===== src/rtl/qcl_breath_seq.sv =====
// Command-driven breathing/blink sequencer: accepts (half-period, transition count)
// and flips `o` every half-period of en_i events, retiring with a 1-cycle done_o.
module qcl_breath_seq #(
  parameter int width_p     = 24,
  parameter int cnt_width_p = 8
) (
  input  logic                   clk_i,
  input  logic                   reset_n_i,
  input  logic                   en_i,
  input  logic                   v_i,
  output logic                   ready_o,
  input  logic [width_p-1:0]     half_period_i,
  input  logic [cnt_width_p-1:0] toggles_i,
  input  logic                   abort_i,
  output logic                   o,
  output logic                   busy_o,
  output logic                   done_o,
  output logic [cnt_width_p-1:0] toggles_left_o,
  output logic [1:0]             state_o
);

  typedef enum logic [1:0] {
    IDLE = 2'd0,
    RUN  = 2'd1,
    DONE = 2'd2
  } state_e;

  localparam logic [width_p-1:0]     hp_one_lp  = width_p'(1);
  localparam logic [cnt_width_p-1:0] tog_one_lp = cnt_width_p'(1);

  state_e                 state_q, state_d;
  logic [width_p-1:0]     cnt_q, cnt_d;
  logic [width_p-1:0]     hp_q, hp_d;
  logic [cnt_width_p-1:0] tl_q, tl_d;
  logic                   cont_q, cont_d;
  logic                   o_q, o_d;

  // Handshake: a command transfers on any clock edge where v_i & ready_o;
  // ready_o depends on state only, and v_i outside IDLE is simply ignored.
  assign ready_o        = (state_q == IDLE);
  assign busy_o         = (state_q == RUN);
  assign done_o         = (state_q == DONE);
  assign o              = o_q;
  assign toggles_left_o = tl_q;
  assign state_o        = state_q;

  always_comb begin
    state_d = state_q;
    cnt_d   = cnt_q;
    hp_d    = hp_q;
    tl_d    = tl_q;
    cont_d  = cont_q;
    o_d     = o_q;
    case (state_q)
      IDLE: begin
        if (v_i) begin
          state_d = RUN;
          hp_d    = (half_period_i == '0) ? hp_one_lp : half_period_i;
          tl_d    = toggles_i;
          cont_d  = (toggles_i == '0);
          cnt_d   = '0;
          o_d     = 1'b0;
        end
      end
      RUN: begin
        // Abort takes priority over a terminal transition in the same cycle.
        if (abort_i) begin
          state_d = DONE;
          o_d     = 1'b0;
          cnt_d   = '0;
          tl_d    = '0;
        end else if (en_i) begin
          if (cnt_q == hp_q - hp_one_lp) begin
            cnt_d = '0;
            o_d   = ~o_q;
            if (!cont_q && tl_q != '0) begin
              tl_d = tl_q - tog_one_lp;
              if (tl_q == tog_one_lp) state_d = DONE;
            end
          end else begin
            cnt_d = cnt_q + hp_one_lp;
          end
        end
      end
      DONE: state_d = IDLE;
      default: state_d = IDLE;
    endcase
  end

  always_ff @(posedge clk_i or negedge reset_n_i) begin
    if (!reset_n_i) begin
      state_q <= IDLE;
      cnt_q   <= '0;
      hp_q    <= '0;
      tl_q    <= '0;
      cont_q  <= 1'b0;
      o_q     <= 1'b0;
    end else begin
      state_q <= state_d;
      cnt_q   <= cnt_d;
      hp_q    <= hp_d;
      tl_q    <= tl_d;
      cont_q  <= cont_d;
      o_q     <= o_d;
    end
  end

endmodule

===== config.mk =====
export PLATFORM = sky130hd
export DESIGN_NAME = qcl_breath_seq
export DESIGN_NICKNAME = d
export VERILOG_FILES = /design/src/rtl/qcl_breath_seq.sv
export SDC_FILE = /design/constraint.sdc
export NUM_CORES = 1
export LEC_CHECK = 0
export CORE_MARGIN = 2
export CORE_UTILIZATION = 41
export DETAILED_ROUTE_END_ITERATION = 6
export GPL_TIMING_DRIVEN = 0
export PLACE_DENSITY = 0.69
export SLEW_MARGIN = 30
export SYNTH_ARGS = -nofsm -noshare
export SYNTH_HDL_FRONTEND = slang
export SYNTH_SLANG_ARGS = --single-unit

===== constraint.sdc =====
create_clock -name clk_i -period 3.6 [get_ports clk_i]
set_clock_uncertainty 0.05 [all_clocks]
set_input_delay 0.72 -clock clk_i [delete_from_list [all_inputs] [get_ports clk_i]]
set_output_delay 0.72 -clock clk_i [all_outputs]
set_load 0.03 [all_outputs]

==> results.md, run 1 <==
* Status: completed
* DP HPWL at between 7000 and 8000 µm
* Setup bufs post-CTS at 0
* Most used DFF post-synth: dfrtp_1
* Flop pwr share at 0.327
* Die X at 99.19 µm
* Clock slew at reported path FFs at around 0.07 ns
* Delay-heaviest family, CP: simple AND/OR/NAND/NOR gates
* Share of power burned in the clock network at 0.220
* Worst path arrival time at 3.38 ns
* Crit path kind: reg2reg
* R2r endpoint: toggles_left_o[3]
* Largest net degree at the start of global routing at 32
* Reg2reg setup slack at between 0.3 and 0.4 ns
* Met3 routed WL at 344 µm
* GRT Total Usage at 0.1927
* Initial antenna violation count at 0
* Part of the Yosys area used for sequential elements at 0.4042
* Sum of routed wire segments on met1 at around 4500 µm
* TritonCTS Buffers at 9
* GRT overflow at 0
* Switching share of power at 0.4218
* Worst path cell trace: inv_1, ha_1, nor4b_4, nand4_1, o31ai_1, o211ai_1, nor4_4, nand4_1, or4_1, a32o_1
* Via Count at about 3,400
* Non-filler instance count after layout at 614
* Nets at roughly 540
* Levels on crit path at 10
* Worst R2R Start: hp_q[0]
* First-pass GRT wire length at 15,320 µm
* Largest stage delay, worst path at around 0.47 ns
* Syn Inst Count at 439
* Port Buf Inserts at 50
* Placed insts at around 600
* Post-route DRC at 0
* Synth async-reset ratio at 1.000
* CP endpoint kind: flip-flop
* Drt first-iter violations at around 220
* Fin Hold WS at around 0.25 ns
* Final Cycle Share at 0.8909
* Via-to-Cell Ratio at 5.507
* Placeable Area at 8763 µm²
* Die Height at roughly 100 µm
* Met2 Wirelength at 4180 µm
* Clk sinks at 60
* Layout Utilization at 0.5274
* Worst slew margin relative to its limit at 0.4610
* Drt first pass iters at 5
* DIE AREA at slightly below 10,000 µm²
* Min Tclk post-route at roughly 3.2 ns
* H-tree Lvls at 3
* Leak at 0.001946 µW
* Yosys cell types at 56
* Final hold vios at 0
* Gp weighted congestion at just over 0.9
* Ports at 51
* Critical path peak fanout at 7
* Starting Density at 0.4239
* Clock Latency Late Sink at 0.33 ns
* Vias in the first global route at between 3,000 and 4,000
* CTS Root Cell: clkbuf_8
* Post-synthesis net count at 480
* YS warnings at 0
* Hold-fix buffers, CTS at 0
* Pwr/cell area at about 750 nW/µm²
* Element type at the critical path start: flip-flop
* Pins over their slew limit at 0
* Yosys reg bits at 60
* Fmax at around 0.31 GHz
* Pwr Total at 3465 µW
* CP most frequent cell: nand4_1
* Final setup fails at 0
* Worst-Margin Slew at 0.8023 ns
* Rows at 34
* Final wirelength at between 9000 and 10,000 µm
* Number of max-cap violations at 0
* Avg Inst Size Synth at around 8.5 µm²
* VDD IR max at between 0.4 and 0.5 mV
* Layout cells sized above 1 at 0.06719
* Diodes inserted at 0
* Area Growth Syn to Fin at 24.42%
* WP buf/inv at 1
* Int Pwr at roughly 2000 µW
* Logic pwr share at 0.454
* Post-synth EDFFs at 0
* Worst hold path class: in2async
* CTS tree: done
* CTS max path bufs at 2
* ANT nets after route at 0
* CP Data Required Time at roughly 3.8 ns
* Slowest CP cell: or4_1
* Mapped Area at 3715 µm²
* Worst reg2reg path depth at 10
* Routed length per instance at approximately 15 µm
* Total net switching power at 1462 µW
* DR top layer: met4
* RSZ-0062 raised after global routing: false
-- state kept, by name, summed over array words and instances, names as in the netlist --
register	count
state_o	2
cnt_q	24
o	1
cont_q	1
hp_q	24
toggles_left_o	8
-- layout make-up --
class,instances,area (µm²)
clock inverter,4,95.09
sequential,60,1501
clock buffer,12,155.1
timing repair buffer,51,518.0
fill,824,4141
multi-input combinational,353,2111
buffer,15,65.06
inverter,11,41.29
tap,108,135.1
-- per-layer routing --
metal | vias to the layer above | GRT usage
li1 | 1655 | -
met1 | 1641 | 0.2853
met2 | 77 | 0.2952
met3 | 8 | 0.02178
met4 | 0 | 0.06322
met5 | - | 0
-- cells in the mapped netlist, types with 5 or more instances --
cell	count	area [µm²]
nand3_1	22	110.1
xor2_1	23	201.4
a31oi_1	6	37.54
and3_1	5	31.28
nand2_1	95	356.6
or3_1	5	31.28
inv_1	11	41.29
nor3_1	12	60.06
nand4_1	10	62.56
o21ai_0	11	55.05
and2_1	7	43.79
dfrtp_1	60	1501
nor2_1	47	176.4
a21oi_1	7	35.03
clkbuf_1	10	37.54
nor4_1	9	56.30
xnor2_1	28	245.2
-- power groups by stage --
stage / logic (µW) / registers [µW] / clock network (µW)
2_1_floorplan: 1020 / 1170 / 0
3_3_place_gp: 1530 / 1130 / 0
3_5_place_dp: 1560 / 1140 / 0
4_1_cts: 1570 / 1120 / 773
5_1_grt: 1740 / 1160 / 798
6_report: 1570 / 1130 / 761
-- metrics by stage --
stage | setup TNS (ns) | setup slack (ns) | area (µm²)
after detailed placement | 0 | 0.2940 | 4368
after floorplan | 0 | 0.7781 | 3715
after CTS | 0 | 0.3313 | 4618
after global routing | 0 | 0.06617 | 4622
final | 0 | 0.3926 | 4622
after global placement | -8.776 | -0.1488 | 4350
-- worst max path at each step --
stage / endpoint / start / slack, ns
after floorplan: toggles_left_o[3] / hp_q[0] / 0.78
after global placement: o / reset_n_i / -0.15
after detailed placement: toggles_left_o[3] / abort_i / 0.29
after CTS: cnt_q[8] / hp_q[0] / 0.33
after global routing: cnt_q[5] / hp_q[0] / 0.07
final: toggles_left_o[3] / hp_q[0] / 0.39
-- logic make-up (layout without fill, tap and decap cells) --
family          after synthesis  after routing  synth area share
compound gates               54             54           0.09970
simple gates                240            240            0.3227
fa+ha+maj                     4              4           0.01347
buf+inv                      26             93           0.02863
xor+xnor                     51             51            0.1202
flops                        60             60            0.4042
mux                           4              4           0.01111
-- placed cells by master (no fill, tap or decap), drive strengths merged, types with 3 or more instances in the layout --
cell            n
o211ai          3
or4             4
nor2           47
and3            5
o21ai          13
a32o            3
nor2b           3
o21a            3
nand2b          4
xnor2          28
inv            11
a31oi           6
clkbuf         22
bufinv          3
ha              4
xor2           23
dfrtp          60
or3             5
buf             7
nor3           14
and4            5
clkdlybuf4s50  49
mux2i           3
and2            7
nand4          10
a21oi           7
nand3          22
nand2          95
nor4           12
-- repair_timing --
item / in CTS / in global routing
setup endpoints to repair: 0 / 13
endpoints found under the hold margin: 0 / 0
gates resized for setup: 0 / 1
No activity file was read; power rests on OpenSTA's default activity.
==> run 2, diff against run 1 <==
- CORE_ASPECT_RATIO: unset -> 0.75
==> run 2 against run 1 <==
Register-to-register slack got worse by 0.09 ns. Die area about the same. Clock-buffer cell count did not move. Worst hold slack improved by 0.0035 ns. Critical path type unchanged. Critical endpoint unchanged.
==> results.md, run 2 (synthesized netlist as in run 1, its figures left out) <==
* Status: completed
* Hold-fix buffers, CTS at 0
* Pins over their slew limit at 0
* Worst R2R Start: hp_q[0]
* ANT nets after route at 0
* Largest stage delay, worst path at between 0.4 and 0.5 ns
* Pwr/cell area at 756.1 nW/µm²
* VDD IR max at about 0.36 mV
* Crit path kind: reg2reg
* Setup WS post-layout at roughly 0.31 ns
* Gp weighted congestion at 0.8695
* GRT Total Usage at 0.2042
* Via-to-Cell Ratio at roughly 5.5
* Diodes inserted at 0
* CP most frequent cell: and4_4
* Post-place setup slack at 0.1940 ns
* CP Data Required Time at roughly 3.8 ns
* Via Count at ~3,400
* Multi-input gate area at between 2000 and 2500 µm²
* Largest net degree at the start of global routing at 34
* Final wirelength at approximately 9400 µm
* Initial antenna violation count at 0
* Worst slew margin relative to its limit at 0.4135
* Port Buf Inserts at 50
* Slowest CP cell: or4_1
* Routed length per instance at between 15 and 20 µm
* Placeable Area at between 8000 and 9000 µm²
* Starting Density at 0.4158
* First-pass GRT wire length at about 15,000 µm
* Final setup fails at 0
* Critical path peak fanout at 7
* Worst path cell trace: inv_1, ha_1, nor4b_4, and4_4, nand4b_1, and4_4, nor4_4, nand4_1, or4_1, a32o_1
* Non-filler instance count after layout at approximately 620
* Vias in the first global route at between 3,000 and 4,000
* Min Tclk post-route at between 3 and 4 ns
* Leading cell type in the layout, fill and taps excluded: nand2_1
* Clock slew at reported path FFs at approximately 0.050 ns
* Most frequent cells in the layout: 95 x nand2_1, 60 x dfrtp_1, 49 x clkdlybuf4s50_1
* Worst-Margin Slew at approximately 0.87 ns
* Drt first pass iters at 4
* Post-route DRC at 0
* CTS Root Cell: clkbuf_16
* Drt first-iter violations at approximately 230
* Ports at 51
* Element type at the critical path start: flip-flop
* Placed insts at between 600 and 700
* Fmax at a little over 0.3 GHz
* Sequential cell area at 1501 µm²
* Delay-heaviest family, CP: simple AND/OR/NAND/NOR gates
* Post-CTS Resized at 0
* Die X at 113.9 µm
* CP endpoint kind: flip-flop
* Rows at 30
* Layout cells sized above 1 at 0.06349
* CTS tree: done
* Worst path arrival time at between 3 and 4 ns
* CTS max path bufs at 2
* RSZ-0062 raised after global routing: false
* DIE AREA at between 9000 and 10,000 µm²
* Die Height at 86.44 µm
* Final Cycle Share at 0.9146
* GRT overflow at 0
* Final hold vios at 0
* Clk sinks at 60
* FILL cells at about 850
* Setup bufs post-CTS at 0
* Clock Latency Late Sink at about 0.33 ns
* Area Growth Syn to Fin at 25.16%
* DP HPWL at around 7200 µm
* Worst hold path class: in2async
* Nets at approximately 540
* Number of max-cap violations at 0
* Worst setup path startpoint: hp_q[0]
* Leak at between 0.0015 and 0.002 µW
* TritonCTS Buffers at 9
* H-tree Lvls at 3
* WP buf/inv at 1
[run 2: area by class of cell]
type / count / area share
inverter: 11 / 0.008881
tap: 112 / 0.03014
timing repair buffer: 51 / 0.1114
sequential: 60 / 0.3229
multi-input combinational: 353 / 0.4532
clock inverter: 2 / 0.002153
buffer: 15 / 0.01399
clock buffer: 12 / 0.05732
[run 2: path summary, 6_finish.rpt]
| check | slack (ns) | cells past startpoint | endpoint |
|---|---|---|---|
| worst min-delay path | 0.26 | 1 | hp_q[21] |
| worst max register to register | 0.31 | 10 | toggles_left_o[3] |
| worst min register to register | 0.45 | 2 | hp_q[23] |
| min in group clk_i | 0.45 | 2 | hp_q[23] |
| max in group asynchronous | 2.74 | 2 | toggles_left_o[7] |
| worst max-delay path | 0.31 | 10 | toggles_left_o[3] |
[run 2: worst register-to-register path, delay by kind of cell (launching register included)]
| kind | cells | cell delay, ns |
|---|---|---|
| AOI/OAI and AO/OA | 1 | 0.26 |
| adders and majority gates | 1 | 0.18 |
| buffers and inverters | 1 | 0.09 |
| DFF | 1 | 0.40 |
| and+or+nand+nor | 7 | 2.18 |
[run 2: per-layer routing]
layer  part of all wire  track usage
met2               0.42       0.2858
met3              0.058      0.04196
met5                  0            0
met1               0.50       0.3067
met4              0.021      0.08426
[run 2: report_power, final]
| part | switching, µW | internal (µW) |
|---|---|---|
| logic | 936 | 642 |
| registers | 273 | 866 |
| clock network | 288 | 511 |
[run 2: per-stage QoR]
step           utilization  total power [µW]  hold slack [ns]  area (µm²)  setup TNS (ns)
3_5_place_dp        0.4895              2710           0.4474        4373               0
2_1_floorplan            -              2194           0.3744        3715               0
5_1_grt             0.5204              3758           0.2816        4649               0
3_3_place_gp        0.4875              2654           0.4408        4355          -9.767
4_1_cts             0.5204              3521           0.2663        4649               0
6_report            0.5204              3516           0.2561        4649               0
==> run 3, diff against run 2 <==
- CORE_MARGIN: 2 -> 4
==> run 3 against run 2 <==
Core utilization is 1.8 points higher. First-iteration DRC count is 2.6% lower. Maximum frequency is 1.9% higher. Wire length is 4.1% higher. Critical path type unchanged.
==> results.md, run 3 (synthesized netlist as in run 1, its figures left out) <==
* Setup bufs post-CTS at 0
* Worst hold path class: in2async
* Clk sinks at 60
* CP Data Required Time at 3.77 ns
* Leak at approximately 0.0019 µW
* Vias in the first global route at between 3,000 and 4,000
* Placed insts at ~600
* DP HPWL at 7465 µm
* Diodes inserted at 0
* GRT overflow at 0
* ANT nets after route at 0
* DIE AREA at roughly 11,000 µm²
* Slowest CP cell: or4_1
* Worst R2R Start: hp_q[0]
* RSZ-0062 raised after global routing: false
* Critical path peak fanout at 7
* Largest net degree at the start of global routing at 33
* Final wirelength at 9826 µm
* Final Cycle Share at 0.8980
* CP endpoint kind: flip-flop
* VDD IR max at 0.4183 mV
* Pins over their slew limit at 0
* Area Growth Syn to Fin at 25.09%
* Nets at 542
* First-pass GRT wire length at roughly 17,000 µm
* Rows at 29
* Via Count at 3,411
* Post-route DRC at 0
* R2r endpoint: toggles_left_o[3]
* Routed length per instance at about 16 µm
* Non-filler instance count after layout at just over 600
* Min Tclk post-route at approximately 3.2 ns
* Clock slew at reported path FFs at around 0.06 ns
* Die X at between 100 and 150 µm
* H-tree Lvls at 3
* Worst-Margin Slew at between 0.8 and 0.9 ns
* Post-CTS Resized at 0
* Worst path arrival time at 3.40 ns
* Final setup fails at 0
* Leading cell type in the layout, fill and taps excluded: nand2_1
* Reg2reg setup slack at 0.37 ns
* GRT Total Usage at 0.1934
* Gp weighted congestion at ~0.9
* Status: completed
* Starting Density at 0.4302
* Largest stage delay, worst path at 0.47 ns
* CTS max path bufs at 2
* Via-to-Cell Ratio at roughly 5.6
* Element type at the critical path start: flip-flop
* Crit path kind: reg2reg
* Hold-fix buffers, CTS at 0
* Number of max-cap violations at 0
* TritonCTS Buffers at 9
* Port Buf Inserts at 50
* Ports at 51
* Worst slew margin relative to its limit at 0.4378
* Pwr/cell area at 755.9 nW/µm²
* Final hold vios at 0
* CP most frequent cell: and4_4
* Placeable Area at 8636 µm²
* Worst path cell trace: inv_1, ha_1, nor4b_4, and4_4, nand4b_1, and4_4, nor4_4, nand4_1, or4_1, a32o_1
* Initial antenna violation count at 0
* Fmax at slightly above 0.3 GHz
* Drt first-iter violations at between 200 and 250
* Setup TNS at 0 ns
* Layout cells sized above 1 at 0.06719
* Clock Latency Late Sink at 0.33 ns
* Worst reg2reg path depth at 10
* CTS tree: done
* CTS Root Cell: clkbuf_16
* Die Height at 90.44 µm
* Most frequent cells in the layout: 95 x nand2_1, 60 x dfrtp_1, 49 x clkdlybuf4s50_1
* Drt first pass iters at 4
## run 3: changes by cell type in the layout (fill, tap and decap cells not counted), sizes merged
| cell | previous run | this run |
|---|---|---|
| clkbuf | 22 | 20 |
| clkinvlp | 0 | 4 |
## run 3: where the power goes
part	internal (µW)	switching, µW	total (µW)
clock	481	318	799
combinational	641	933	1570
sequential	865	275	1140
total	1990	1530	3510
## run 3: final cells by class
cell class | count | area, µm²
Multi-Input combinational cell | 353 | 2107
Timing Repair Buffer | 51 | 518.0
Clock buffer | 10 | 239.0
Sequential cell | 60 | 1501
Buffer | 15 | 65.06
Tap cell | 108 | 135.1
Clock inverter | 6 | 40.04
Fill cell | 804 | 3989
Inverter | 11 | 41.29
## run 3: metal layers
metal,GRT usage,wire [µm],vias up
li1,-,-,1657
met1,0.2887,4804,1640
met2,0.2788,4220,99
met3,0.04008,663,15
met4,0.06049,138,0
met5,0,0,-
## run 3: worst max path at each step
| stage | startpoint | endpoint | slack, ns | cells after the start |
|---|---|---|---|---|
| after detailed placement | abort_i | toggles_left_o[3] | 0.25 | 7 |
| final | hp_q[0] | toggles_left_o[3] | 0.37 | 10 |
| after CTS | hp_q[0] | cnt_q[15] | 0.37 | 11 |
| after floorplan | hp_q[0] | toggles_left_o[3] | 0.78 | 10 |
| after global placement | reset_n_i | toggles_left_o[5] | -0.15 | 1 |
| after global routing | hp_q[0] | cnt_q[21] | 0.11 | 11 |
## run 3: worst max-delay path: cells and delay by family (launching register included)
family                     cells  cell delay [ns]
and+or+nand+nor                7             2.12
adders and majority gates      1             0.19
AOI/OAI and AO/OA              1             0.26
DFF                            1             0.40
buffers and inverters          1             0.11
## run 3: per-stage QoR
stage	area (µm²)	setup slack [ns]	hold WS, ns	utilization	total power (µW)
after floorplan	3715	0.7781	0.3744	-	2194
after global placement	4350	-0.1472	0.4387	0.5038	2659
after detailed placement	4368	0.2508	0.4612	0.5058	2700
after CTS	4647	0.3664	0.2926	0.5381	3515
after global routing	4647	0.1134	0.3073	0.5381	3752
final	4647	0.3674	0.2823	0.5381	3513
